===== src/rtl/dm_access_if.sv =====
// Request/response and data-memory bus between the MEM stage, the access
// controller and the word-addressed DM.
interface dm_access_if;
    logic        req_valid;
    logic        req_ready;
    logic        req_we;
    logic [1:0]  req_size;
    logic        req_sign;
    logic [31:0] req_addr;
    logic [31:0] req_wdata;
    logic [31:0] req_pc;
    logic [31:0] dm_addr;
    logic        dm_we;
    logic [31:0] dm_wdata;
    logic [31:0] dm_pc;
    logic [31:0] dm_rdata;
    logic [31:0] rdata;
    logic        rdata_valid;
    logic        err;
    logic [31:0] err_pc;

    // Environment side: pipeline requester plus the DM itself.
    modport master (
        output req_valid, req_we, req_size, req_sign, req_addr, req_wdata, req_pc,
        output dm_rdata,
        input  req_ready, dm_addr, dm_we, dm_wdata, dm_pc,
        input  rdata, rdata_valid, err, err_pc
    );

    // Access controller side.
    modport slave (
        input  req_valid, req_we, req_size, req_sign, req_addr, req_wdata, req_pc,
        input  dm_rdata,
        output req_ready, dm_addr, dm_we, dm_wdata, dm_pc,
        output rdata, rdata_valid, err, err_pc
    );
endinterface


===== src/rtl/dm_access_ctrl.sv =====
// MEM-stage data memory access controller. Loads are single cycle,
// word stores are single cycle, and byte/half stores run a two-cycle
// read-modify-write because the DM only accepts whole-word writes.
module dm_access_ctrl #(
    parameter int DM_WORDS = 1024
) (
    input logic       clk,
    input logic       reset,
    dm_access_if.slave bus
);
    typedef enum logic {IDLE, MERGE} state_t;

    localparam logic [32:0] ADDR_LIMIT = 33'(DM_WORDS) << 2;

    state_t      state, state_nxt;
    logic        req_bad, accept, acc_ok, is_load, is_wstore, is_sstore;
    logic [7:0]  byte_sel;
    logic [15:0] half_sel;
    logic [31:0] load_val, merge_val;
    logic [31:0] merge_q, addr_q, pc_q;
    logic [31:0] rdata_q, err_pc_q;
    logic        rdata_valid_q, err_q;
    logic        req_ready_c, dm_we_c;
    logic [31:0] dm_addr_c, dm_wdata_c, dm_pc_c;

    // Request classification: illegal size, misalignment or out-of-range.
    always_comb begin
        req_bad = (bus.req_size == 2'b11) ||
                  (bus.req_size == 2'b01 && bus.req_addr[0]) ||
                  (bus.req_size == 2'b10 && bus.req_addr[1:0] != 2'b00) ||
                  ({1'b0, bus.req_addr} >= ADDR_LIMIT);
        accept    = (state == IDLE) && bus.req_valid;
        acc_ok    = accept && !req_bad;
        is_load   = acc_ok && !bus.req_we;
        is_wstore = acc_ok && bus.req_we && (bus.req_size == 2'b10);
        is_sstore = acc_ok && bus.req_we && (bus.req_size != 2'b10);
    end

    // Lane extraction and sign/zero extension of the DM read word.
    always_comb begin
        case (bus.req_addr[1:0])
            2'd0:    byte_sel = bus.dm_rdata[7:0];
            2'd1:    byte_sel = bus.dm_rdata[15:8];
            2'd2:    byte_sel = bus.dm_rdata[23:16];
            default: byte_sel = bus.dm_rdata[31:24];
        endcase
        half_sel = bus.req_addr[1] ? bus.dm_rdata[31:16] : bus.dm_rdata[15:0];
        case (bus.req_size)
            2'b00:   load_val = {{24{bus.req_sign & byte_sel[7]}}, byte_sel};
            2'b01:   load_val = {{16{bus.req_sign & half_sel[15]}}, half_sel};
            default: load_val = bus.dm_rdata;
        endcase
    end

    // Merge the store lane into the current DM word for the RMW write.
    always_comb begin
        merge_val = bus.dm_rdata;
        if (bus.req_size == 2'b00) begin
            case (bus.req_addr[1:0])
                2'd0:    merge_val[7:0]   = bus.req_wdata[7:0];
                2'd1:    merge_val[15:8]  = bus.req_wdata[7:0];
                2'd2:    merge_val[23:16] = bus.req_wdata[7:0];
                default: merge_val[31:24] = bus.req_wdata[7:0];
            endcase
        end else if (bus.req_addr[1]) begin
            merge_val[31:16] = bus.req_wdata[15:0];
        end else begin
            merge_val[15:0] = bus.req_wdata[15:0];
        end
    end

    // State register.
    always_ff @(posedge clk or posedge reset) begin
        if (reset) state <= IDLE;
        else       state <= state_nxt;
    end

    // Next state: only an accepted sub-word store enters MERGE, for one cycle.
    always_comb begin
        state_nxt = state;
        case (state)
            IDLE:    if (is_sstore) state_nxt = MERGE;
            default: state_nxt = IDLE;
        endcase
    end

    // FSM outputs; reset gates the write so a pending merge is dropped at once.
    always_comb begin
        req_ready_c = 1'b0;
        dm_we_c     = 1'b0;
        dm_addr_c   = {bus.req_addr[31:2], 2'b00};
        dm_wdata_c  = bus.req_wdata;
        dm_pc_c     = bus.req_pc;
        case (state)
            IDLE: begin
                req_ready_c = 1'b1;
                dm_we_c     = is_wstore;
            end
            default: begin
                dm_we_c    = 1'b1;
                dm_addr_c  = addr_q;
                dm_wdata_c = merge_q;
                dm_pc_c    = pc_q;
            end
        endcase
        if (reset) dm_we_c = 1'b0;
    end

    // Load result, error report and RMW holding registers.
    always_ff @(posedge clk or posedge reset) begin
        if (reset) begin
            rdata_q       <= '0;
            rdata_valid_q <= 1'b0;
            err_q         <= 1'b0;
            err_pc_q      <= '0;
            merge_q       <= '0;
            addr_q        <= '0;
            pc_q          <= '0;
        end else begin
            rdata_valid_q <= is_load;
            err_q         <= accept && req_bad;
            if (is_load)          rdata_q  <= load_val;
            if (accept && req_bad) err_pc_q <= bus.req_pc;
            if (is_sstore) begin
                merge_q <= merge_val;
                addr_q  <= {bus.req_addr[31:2], 2'b00};
                pc_q    <= bus.req_pc;
            end
        end
    end

    assign bus.req_ready   = req_ready_c;
    assign bus.dm_we       = dm_we_c;
    assign bus.dm_addr     = dm_addr_c;
    assign bus.dm_wdata    = dm_wdata_c;
    assign bus.dm_pc       = dm_pc_c;
    assign bus.rdata       = rdata_q;
    assign bus.rdata_valid = rdata_valid_q;
    assign bus.err         = err_q;
    assign bus.err_pc      = err_pc_q;
endmodule

===== src/flat_wrapper.sv =====
// flat-port wrapper written by rule: the top's interface ports become plain ports
module dm_access_ctrl_flat 
#(
    parameter int DM_WORDS = 1024
)
  (clk, reset, bus_req_valid, bus_req_we, bus_req_size, bus_req_sign, bus_req_addr, bus_req_wdata, bus_req_pc, bus_dm_rdata, bus_req_ready, bus_dm_addr, bus_dm_we, bus_dm_wdata, bus_dm_pc, bus_rdata, bus_rdata_valid, bus_err, bus_err_pc);
  dm_access_if bus_i ();
  input logic clk;
  input logic reset;
  input wire logic [$bits(bus_i.req_valid)-1:0] bus_req_valid;
  input wire logic [$bits(bus_i.req_we)-1:0] bus_req_we;
  input wire logic [$bits(bus_i.req_size)-1:0] bus_req_size;
  input wire logic [$bits(bus_i.req_sign)-1:0] bus_req_sign;
  input wire logic [$bits(bus_i.req_addr)-1:0] bus_req_addr;
  input wire logic [$bits(bus_i.req_wdata)-1:0] bus_req_wdata;
  input wire logic [$bits(bus_i.req_pc)-1:0] bus_req_pc;
  input wire logic [$bits(bus_i.dm_rdata)-1:0] bus_dm_rdata;
  output wire logic [$bits(bus_i.req_ready)-1:0] bus_req_ready;
  output wire logic [$bits(bus_i.dm_addr)-1:0] bus_dm_addr;
  output wire logic [$bits(bus_i.dm_we)-1:0] bus_dm_we;
  output wire logic [$bits(bus_i.dm_wdata)-1:0] bus_dm_wdata;
  output wire logic [$bits(bus_i.dm_pc)-1:0] bus_dm_pc;
  output wire logic [$bits(bus_i.rdata)-1:0] bus_rdata;
  output wire logic [$bits(bus_i.rdata_valid)-1:0] bus_rdata_valid;
  output wire logic [$bits(bus_i.err)-1:0] bus_err;
  output wire logic [$bits(bus_i.err_pc)-1:0] bus_err_pc;
  assign bus_i.req_valid = bus_req_valid;
  assign bus_i.req_we = bus_req_we;
  assign bus_i.req_size = bus_req_size;
  assign bus_i.req_sign = bus_req_sign;
  assign bus_i.req_addr = bus_req_addr;
  assign bus_i.req_wdata = bus_req_wdata;
  assign bus_i.req_pc = bus_req_pc;
  assign bus_i.dm_rdata = bus_dm_rdata;
  assign bus_req_ready = bus_i.req_ready;
  assign bus_dm_addr = bus_i.dm_addr;
  assign bus_dm_we = bus_i.dm_we;
  assign bus_dm_wdata = bus_i.dm_wdata;
  assign bus_dm_pc = bus_i.dm_pc;
  assign bus_rdata = bus_i.rdata;
  assign bus_rdata_valid = bus_i.rdata_valid;
  assign bus_err = bus_i.err;
  assign bus_err_pc = bus_i.err_pc;
  dm_access_ctrl #(.DM_WORDS(DM_WORDS)) u_core (.clk(clk), .reset(reset), .bus(bus_i));
endmodule

===== config.mk =====
export PLATFORM = sky130hd
export DESIGN_NAME = dm_access_ctrl_flat
export DESIGN_NICKNAME = d
export VERILOG_FILES = /design/src/rtl/dm_access_if.sv /design/src/rtl/dm_access_ctrl.sv /design/src/flat_wrapper.sv
export SDC_FILE = /design/constraint.sdc
export NUM_CORES = 1
export LEC_CHECK = 0
export ABC_CLOCK_PERIOD_IN_PS = 4600
export BUFFER_PORTS_ARGS = -buffer_cell sky130_fd_sc_hd__buf_2
export CORE_AREA = 2 2 127 153
export CTS_CLUSTER_DIAMETER = 50
export DETAILED_ROUTE_END_ITERATION = 12
export DIE_AREA = 0 0 129 155
export PLACE_DENSITY = 0.88
export SYNTH_ARGS = -nofsm -noshare
export SYNTH_HDL_FRONTEND = slang
export SYNTH_SLANG_ARGS = --single-unit

===== constraint.sdc =====
create_clock -name clk -period 4.6 [get_ports clk]
set_input_delay 0.23 -clock clk [delete_from_list [all_inputs] [get_ports clk]]
set_output_delay 0.23 -clock clk [all_outputs]
set_load 0.05 [all_outputs]

==> results of run 1 <==
==> synth_stat cells, types with 3 or more instances <==
library cell / instances / share of area, %
o21ai_0: 26 / 1.6
o22ai_1: 15 / 1.1
o21a_1: 3 / 0.27
a2bb2oi_1: 6 / 0.63
a21o_1: 3 / 0.27
nor3_1: 5 / 0.30
a21oi_1: 3 / 0.18
nor4_1: 5 / 0.37
mux2_2: 210 / 28
nor2_1: 3 / 0.13
dfrtp_1: 161 / 48
buf_6: 4 / 0.54
buf_4: 6 / 0.54
mux2_1: 28 / 3.8
mux2i_1: 16 / 1.9
nand3_1: 5 / 0.30
buf_2: 14 / 0.84
o22a_1: 16 / 1.7
a221oi_1: 7 / 0.73
clkbuf_1: 21 / 0.94
nor2b_1: 32 / 2.4
nand2_1: 20 / 0.89
inv_1: 15 / 0.67
==> power by group through the flow <==
stage	combinational, mW	sequential [mW]	clock, mW
after CTS	0.678	1.46	1.42
after global routing	0.713	1.46	1.48
after floorplan	0.365	1.59	0
final	0.678	1.46	1.40
after detailed placement	0.675	1.48	0
after global placement	0.663	1.48	0
==> per-stage QoR <==
step                instance area (um^2)  std cells  hold slack, ns  worst slack, ns  utilization (%)
detailed placement                 10030       1167          0.3804            1.957            53.80
finish                             10620       1200         0.03009            1.766            56.93
floorplan                           8393        655          0.3647          0.02173                -
global route                       10620       1200         0.02069            1.663            56.93
global placement                   10030       1167          0.3760            2.012            53.80
CTS                                10620       1200         0.01134            1.745            56.93
==> routing by layer <==
metal	vias up	part of all wire [%]	track usage (%)
met1	3252	40	28.18
met4	0	3.3	10.09
met2	325	49	38.52
met3	56	7.6	5.949
met5	-	0	0
li1	2948	-	-
==> state kept, by name (all words and copies together) (netlist names) <==
signal / cells
u_core.bus.err_pc: 32
u_core.bus.rdata: 32
u_core.merge_q: 32
u_core.pc_q: 32
u_core.addr_q: 30
u_core.bus.err: 1
u_core.bus.rdata_valid: 1
u_core.state: 1
==> worst max-delay path, delay by kind of cell, from the launching register on <==
kind	cells	cell delay [ns]
buf+inv	2	1.04
flops	1	0.57
mux	1	0.43
==> cell families after synthesis <==
group	share of synthesized area [%]
AND/OR/NAND/NOR	6.443
buffers and inverters	3.624
flip-flops	48.02
other	0.04470
multiplexers	34.12
AO/OA/AOI/OAI	7.740
==> cell type report <==
class                      instances  area [um^2]
multi-input combinational        432         4073
timing repair buffer             304         1556
fill                            1530         8031
inverter                          15        61.31
sequential                       161         4033
clock inverter                    14        145.1
tap                              256        320.3
clock buffer                      18        429.2
==> path summary, 6_finish.rpt <==
| kind | start | end | slack [ns] | depth (start not counted) |
|---|---|---|---|---|
| worst max-delay path | u_core.state$_DFF_PP0_ | bus_dm_wdata[16] | 1.77 | 3 |
| worst min-delay path | bus_req_addr[4] | u_core.addr_q[4]$_DFFE_PP0P_ | 0.03 | 2 |
| worst max register to register | u_core.state$_DFF_PP0_ | u_core.pc_q[5]$_DFFE_PP0P_ | 2.31 | 5 |
| worst min register to register | u_core.addr_q[6]$_DFFE_PP0P_ | u_core.addr_q[6]$_DFFE_PP0P_ | 0.49 | 1 |
| max in group asynchronous | reset | u_core.pc_q[28]$_DFFE_PP0P_ | 3.02 | 4 |
| min in group asynchronous | reset | u_core.addr_q[17]$_DFFE_PP0P_ | 0.46 | 3 |
==> results.cfg, run 1 <==
[run_status]
outcome = finished clean

[critical_path]
crit_chain = buf_4 > mux2_2 > buf_2
crit_type = register to primary output
required_ns = 4.37
start_kind = register
critPathArrivalTime_ns = 2.60
slowest_stage = buf_4
cp-end-kind = primary output
cp_slowest_stage_delay_ns = 0.83
path_max_fanout = 83

[drt]
vias = 6581
drc = 0
wl_um = 23460
first_pass_iters = 5
drt_iter0_markers = 479
vias_per_cell = 5.484
ant_nets = 0
wire_per_inst_um = 19.55

[final_layout]
nets = 1066
final_cell_mix = 296 x buf_2, 210 x mux2_2, 160 x dfrtp_1
final_common_cell = buf_2
n_antenna_cell = 0
layout-drive-gt1-share_pct = 59.11
area_growth_pct = 26.56

[synthesis]
synthCells = 654
synth-edff-count = 0
syn_area_um2 = 8389
ys_warn_count = 0
synth_cell_types = 47
avgSynthCellArea_um2 = 12.83
seq_area_frac_synth_pct = 48.02
ys.flop_type = dfrtp_1
ys_async_sr_fraction_pct = 100.0
synth-seq-cells = 161

[sta]
fin_crit_sh_pct = 61.61
max_slew_margin_pct = 25.42
finalSetupViolCount = 0
fin_skew_ns = 0.009029
tns_ns = 0
fmax_ghz = 0.3529
rsz0062_at_grt = no
worstMarginPinSlew_ns = 1.119
finalCriticalPeriod_ns = 2.834
slew_violations = 0
hold_violations = 0

[global_routing]
grt_start_max_net_pins = 84
grt.total_usage_pct = 23.09
grt_pass1_vias = 6741
antenna_found_initial = 0
grt_pass1_wl_um = 35960
gr-total-overflow = 0

[placement]
dp_hpwl_um = 16800
gp_congestion = 0.8769
numPortBuffers = 296

[power_and_ir_drop]
swShare_pct = 31.85
power_density_nw_per_um2 = 333.1
p_total_mw = 3.537
seqPwrFrac_pct = 41.2
ir_drop_mv = 0.2302
internal_power_mw = 2.410
leakagePower_nw = 5.283
clock_power_share_pct = 39.6
switchingPower_mw = 1.126
p_comb_share_pct = 19.2

[floorplanning]
start_util_pct = 44.98
coreArea_um2 = 18650
num_rows = 55
fp.dieH_um = 155
die_area_um2 = 20000
die_w_um = 129
io_pins = 299

[cts]
cts_setup_buffers = 0
clockBufferDepth = 2
postCtsHoldBufs = 1
cts_tree = yes
cts_sinks = 161
clk-insertion-delay-late_ns = 0.42
post_cts_resized = 0
htreeDepth = 4
path_clk_slew_ns = 0.07
cts_buffers = 17
cts_root_buffer = clkbuf_16

[flow_run]
max_cap_violations = 0

[worst_hold_path]
min_path_type = primary input to register
(Power assumes the default switching activity.)
==> inputs of run 2 (changes only) <==
ABC_CLOCK_PERIOD_IN_PS = 2600   (was 4600)
clock period = 2.6 ns   (was 4.6 ns; I/O delays follow)
==> run 2 against run 1 <==
  * First-iteration DRC count down 3.1%
  * Global-route usage up 0.86 points
  * Register-to-register slack worse by 1.8 ns
  * Design area up 5.1%
  * Critical path type is now primary input to primary output
  * Largest cell class unchanged
  * Largest power group unchanged
==> results.cfg, run 2 (synthesized netlist as in run 1, its figures left out) <==
[power_and_ir_drop]
power_density_nw_per_um2 = 568.3
leakagePower_nw = 5.525
ir_drop_mv = 0.4183
p_total_mw = 6.339

[sta]
fin_crit_sh_pct = 94.50
rsz0062_at_grt = no
worstMarginPinSlew_ns = 0.7265
finalSetupViolCount = 0
fmax_ghz = 0.4070
slew_violations = 0
max_slew_margin_pct = 51.47
finalCriticalPeriod_ns = 2.457
hold_violations = 0
fin_skew_ns = 0.01063
tns_ns = 0

[final_layout]
final_common_cell = buf_2
layout-drive-gt1-share_pct = 56.84
final_cell_mix = 296 x buf_2, 210 x mux2_2, 160 x dfrtp_1
area_growth_pct = 32.96
n_antenna_cell = 0
postLayoutCoreUtil_pct = 59.81
nFillCells = 1416
nets = 1116

[global_routing]
grt.total_usage_pct = 23.95
grt_pass1_vias = 7150
gr-total-overflow = 0
grt_start_max_net_pins = 96
antenna_found_initial = 0
grt_pass1_wl_um = 37480

[critical_path]
rrSetupSlack_ns = 0.51
slowest_stage = or4_1
r2r_cells = 5
crit-reg2reg-capture = u_core.merge_q[5]$_DFFE_PP0P_
worst-path-buf-inv = 3
cp_slowest_stage_delay_ns = 0.61
startpoint = bus_req_addr[19]
cp-end-kind = primary output
crit_chain = dlygate4sd3_1 > buf_2 > nor4_4 > nand4_4 > or4_1 > a21oi_1 > buf_2
crit_family = simple AND/OR/NAND/NOR gates
path_common_cell = buf_2
path_max_fanout = 8
crit_type = primary input to primary output
start_kind = primary input
worstReg2RegStart = u_core.state$_DFF_PP0_
required_ns = 2.47
critPathArrivalTime_ns = 2.33

[run_status]
outcome = finished clean

[drt]
wl_um = 24050
vias_per_cell = 5.513
drt_iter0_markers = 464
drc = 0
wire_per_inst_um = 19.24
ant_nets = 0
vias = 6891
first_pass_iters = 4

[worst_hold_path]
min_delay_path_depth = 4
hold_end = u_core.bus.rdata_valid$_DFF_PP0_
min_path_type = primary input to register
hp-start = bus_req_addr[13]

[cts]
cts_sinks = 161
cts_buffers = 17
cts_setup_buffers = 0
htreeDepth = 4
cts_root_buffer = clkbuf_16
cts_tree = yes
clk-insertion-delay-late_ns = 0.42
clockBufferDepth = 2
path_clk_slew_ns = 0.07

[floorplanning]
die_area_um2 = 20000
coreArea_um2 = 18650
io_pins = 299
start_util_pct = 44.98
num_rows = 55
die_w_um = 129
fp.dieH_um = 155

[placement]
dp_hpwl_um = 16830
gp_congestion = 0.9390
numPortBuffers = 296

[flow_run]
max_cap_violations = 0
==> run 2: worst min-delay path, stage by stage <==
cell     delay, ns
buf_2         0.10
nor4_1        0.06
nand2_1       0.07
nor4_1        0.06
==> run 2: final cells by class <==
type | instances | area (um^2) | share of cell area (%)
multi-input combinational | 432 | 4073 | 36.51
tap | 256 | 320.3 | 2.872
timing repair buffer | 354 | 2090 | 18.73
clock buffer | 18 | 429.2 | 3.847
clock inverter | 14 | 150.1 | 1.346
sequential | 161 | 4033 | 36.15
inverter | 15 | 60.06 | 0.5384
==> run 2: worst max path at each step <==
stage / endpoint / slack [ns] / cells after the start
2_1_floorplan: bus_dm_we / 0.15 / 5
3_3_place_gp: u_core.bus.err_pc[28]$_DFFE_PP0P_ / 0.33 / 6
3_5_place_dp: u_core.merge_q[5]$_DFFE_PP0P_ / 0.33 / 6
4_1_cts: bus_dm_we / 0.18 / 7
5_1_grt: bus_dm_we / 0.08 / 7
6_report: bus_dm_we / 0.14 / 7
==> run 2: repair_timing <==
action	CTS	global route
hold endpoints to repair	191	0
resized for setup	0	0
hold buffers	44	0
==> run 2: per-layer routing <==
metal	vias up	track usage [%]	wire length (um)
met4	0	12.42	1018
met2	365	40.51	12030
met5	-	0	0
met3	66	5.949	1791
met1	3412	28.03	9210
li1	3048	-	-
==> run 2: report_power, final <==
group / switching [mW] / internal [mW]
logic: 0.855 / 0.409
clock network: 1.13 / 1.36
registers: 0.0271 / 2.55
==> run 2: stage by stage <==
step / std cells / cell area [um^2] / hold slack, ns / setup slack [ns]
after floorplan: 655 / 8397 / 0.2647 / 0.1535
after global placement: 1174 / 10130 / 0.06548 / 0.3255
after detailed placement: 1174 / 10130 / 0.06797 / 0.3276
after CTS: 1250 / 11150 / 0.001209 / 0.1817
after global routing: 1250 / 11150 / 0.02349 / 0.08260
final: 1250 / 11150 / 0.03692 / 0.1431
==> inputs of run 3 (changes only) <==
CELL_PAD_IN_SITES_DETAIL_PLACEMENT = 0   (was unset)
CELL_PAD_IN_SITES_GLOBAL_PLACEMENT = 1   (was unset)
CORE_AREA = 2 2 145 175   (was 2 2 127 153)
DIE_AREA = 0 0 147 177   (was 0 0 129 155)
PLACE_DENSITY = 0.86   (was 0.88)
==> run 3 against run 2 <==
  * Total power barely moved
  * Die area grew 30%
  * Fmax up 4.1%
  * Routed wire length grew 0.62%
  * Highest routed layer unchanged
  * Sequential power about the same
  * Final cell count grew 6.1%
  * Sequential share of layout area fell by 0.50 points
  * Flip-flop and latch count unchanged
  * Largest power group unchanged
  * Clock power about the same
  * Non-clock buffer count increased by 3
  * Design area is 1.4% higher
==> results.cfg, run 3 (synthesized netlist as in run 1, its figures left out) <==
[sta]
slew_violations = 0
tns_ns = 0
worstMarginPinSlew_ns = 0.6760
rsz0062_at_grt = no
max_slew_margin_pct = 54.77
fin_crit_sh_pct = 90.76
fmax_ghz = 0.4238
finalSetupViolCount = 0
fin_skew_ns = 0.01123
hold_slack_ns = 0.03009
finalCriticalPeriod_ns = 2.360
hold_violations = 0

[drt]
vias_per_cell = 4.993
drc = 0
drt_iter0_markers = 329
wire_per_inst_um = 18.25
first_pass_iters = 4
ant_nets = 0
vias = 6621
wl_um = 24200

[power_and_ir_drop]
power_density_nw_per_um2 = 560.9
p_total_mw = 6.345
ir_drop_mv = 0.4009
leakagePower_nw = 5.545

[cts]
cts_buffers = 17
clk-insertion-delay-late_ns = 0.43
cts_sinks = 161
cts_root_buffer = clkbuf_16
clockBufferDepth = 2
path_clk_slew_ns = 0.07
htreeDepth = 4
cts_tree = yes

[floorplanning]
fp.dieH_um = 177
die_w_um = 147
coreArea_um2 = 24440
num_rows = 63
die_area_um2 = 26020
io_pins = 299
start_util_pct = 34.33

[final_layout]
nets = 1119
postLayoutCoreUtil_pct = 46.29
layout-drive-gt1-share_pct = 56.97
final_common_cell = buf_2
seqCellArea_um2 = 4033
final_cell_mix = 295 x buf_2, 210 x mux2_2, 160 x dfrtp_1
area_growth_pct = 34.84
nFillCells = 2243
multi_input_area_um2 = 4073

[placement]
gp_congestion = 0.8262
dp_hpwl_um = 17290
numPortBuffers = 296

[flow_run]
max_cap_violations = 0

[global_routing]
antenna_found_initial = 4
grt_start_max_net_pins = 96
gr-total-overflow = 0
grt_pass1_wl_um = 37070
grt.total_usage_pct = 18.19
grt_pass1_vias = 6628

[critical_path]
cp-end-kind = primary output
start_kind = primary input
required_ns = 2.47
crit_type = primary input to primary output
path_max_fanout = 3
critPathArrivalTime_ns = 2.23

[worst_hold_path]
min_path_type = primary input to register

[run_status]
outcome = finished clean
-- run 3: cell types whose count changed in the layout (fill, tap and decap cells not counted), sizes merged --
cell,previous run,this run
clkinv,6,5
dlygate4sd3,44,45
bufinv,1,0
inv,21,23
diode,0,4
clkinvlp,1,2
buf,310,311
-- run 3: path summary, 6_finish.rpt --
path | from | endpoint | slack [ns] | depth (start not counted)
worst max-delay path | bus_req_addr[22] | bus_dm_we | 0.24 | 7
worst min-delay path | bus_req_we | u_core.bus.rdata_valid$_DFF_PP0_ | 0.03 | 4
worst max register to register | u_core.state$_DFF_PP0_ | u_core.pc_q[23]$_DFFE_PP0P_ | 0.48 | 5
worst min register to register | u_core.addr_q[9]$_DFFE_PP0P_ | u_core.addr_q[9]$_DFFE_PP0P_ | 0.48 | 1
max in group asynchronous | reset | u_core.addr_q[9]$_DFFE_PP0P_ | 1.75 | 4
min in group asynchronous | reset | u_core.addr_q[25]$_DFFE_PP0P_ | 0.43 | 4
-- run 3: layout make-up --
type                            count  share of cell area (%)
Multi-Input combinational cell    432                   36.00
Sequential cell                   161                   35.65
Timing Repair Buffer              357                   18.94
Clock buffer                       17                   3.761
Tap cell                          325                   3.595
Clock inverter                     15                   1.438
Inverter                           15                  0.5309
Antenna cell                        4                 0.08849
-- run 3: timing repair --
item                                   4_1_cts  5_1_grt
resized for setup                            0        1
setup endpoints to repair                    0        1
endpoints found under the hold margin      236        1
hold buffers                                44        1
setup buffers                                0        1
-- run 3: metrics by stage --
stage / std cells / cell area [um^2] / setup WS, ns
floorplan: 655 / 8397 / 0.1535
global placement: 1244 / 10250 / 0.3549
detailed placement: 1244 / 10250 / 0.3098
CTS: 1320 / 11280 / 0.02308
global route: 1325 / 11310 / 0.1371
finish: 1326 / 11310 / 0.2401
-- run 3: worst max-delay path, cell delays in order --
cell and delay, ns:
dlygate4sd3_1 0.53, buf_2 0.14, nor4_2 0.33, nand4_4 0.14, or4_1 0.54, a21oi_1 0.16, clkbuf_4 0.25
-- run 3: report_power, final --
part	switching, mW	leakage [nW]	internal [mW]	total [mW]
combinational	0.849	3.13	0.416	1.27
clock	1.21	0.285	1.29	2.50
sequential	0.0245	2.13	2.55	2.58
-- run 3: per-layer routing --
metal	global-route usage, %	share of wire [%]	wire length (um)	vias to the layer above
li1	-	-	-	3066
met1	23.02	43	10330	3306
met2	31.16	50	12180	225
met3	3.866	5.5	1331	24
met4	5.929	1.5	363	0
met5	0	0	0	-
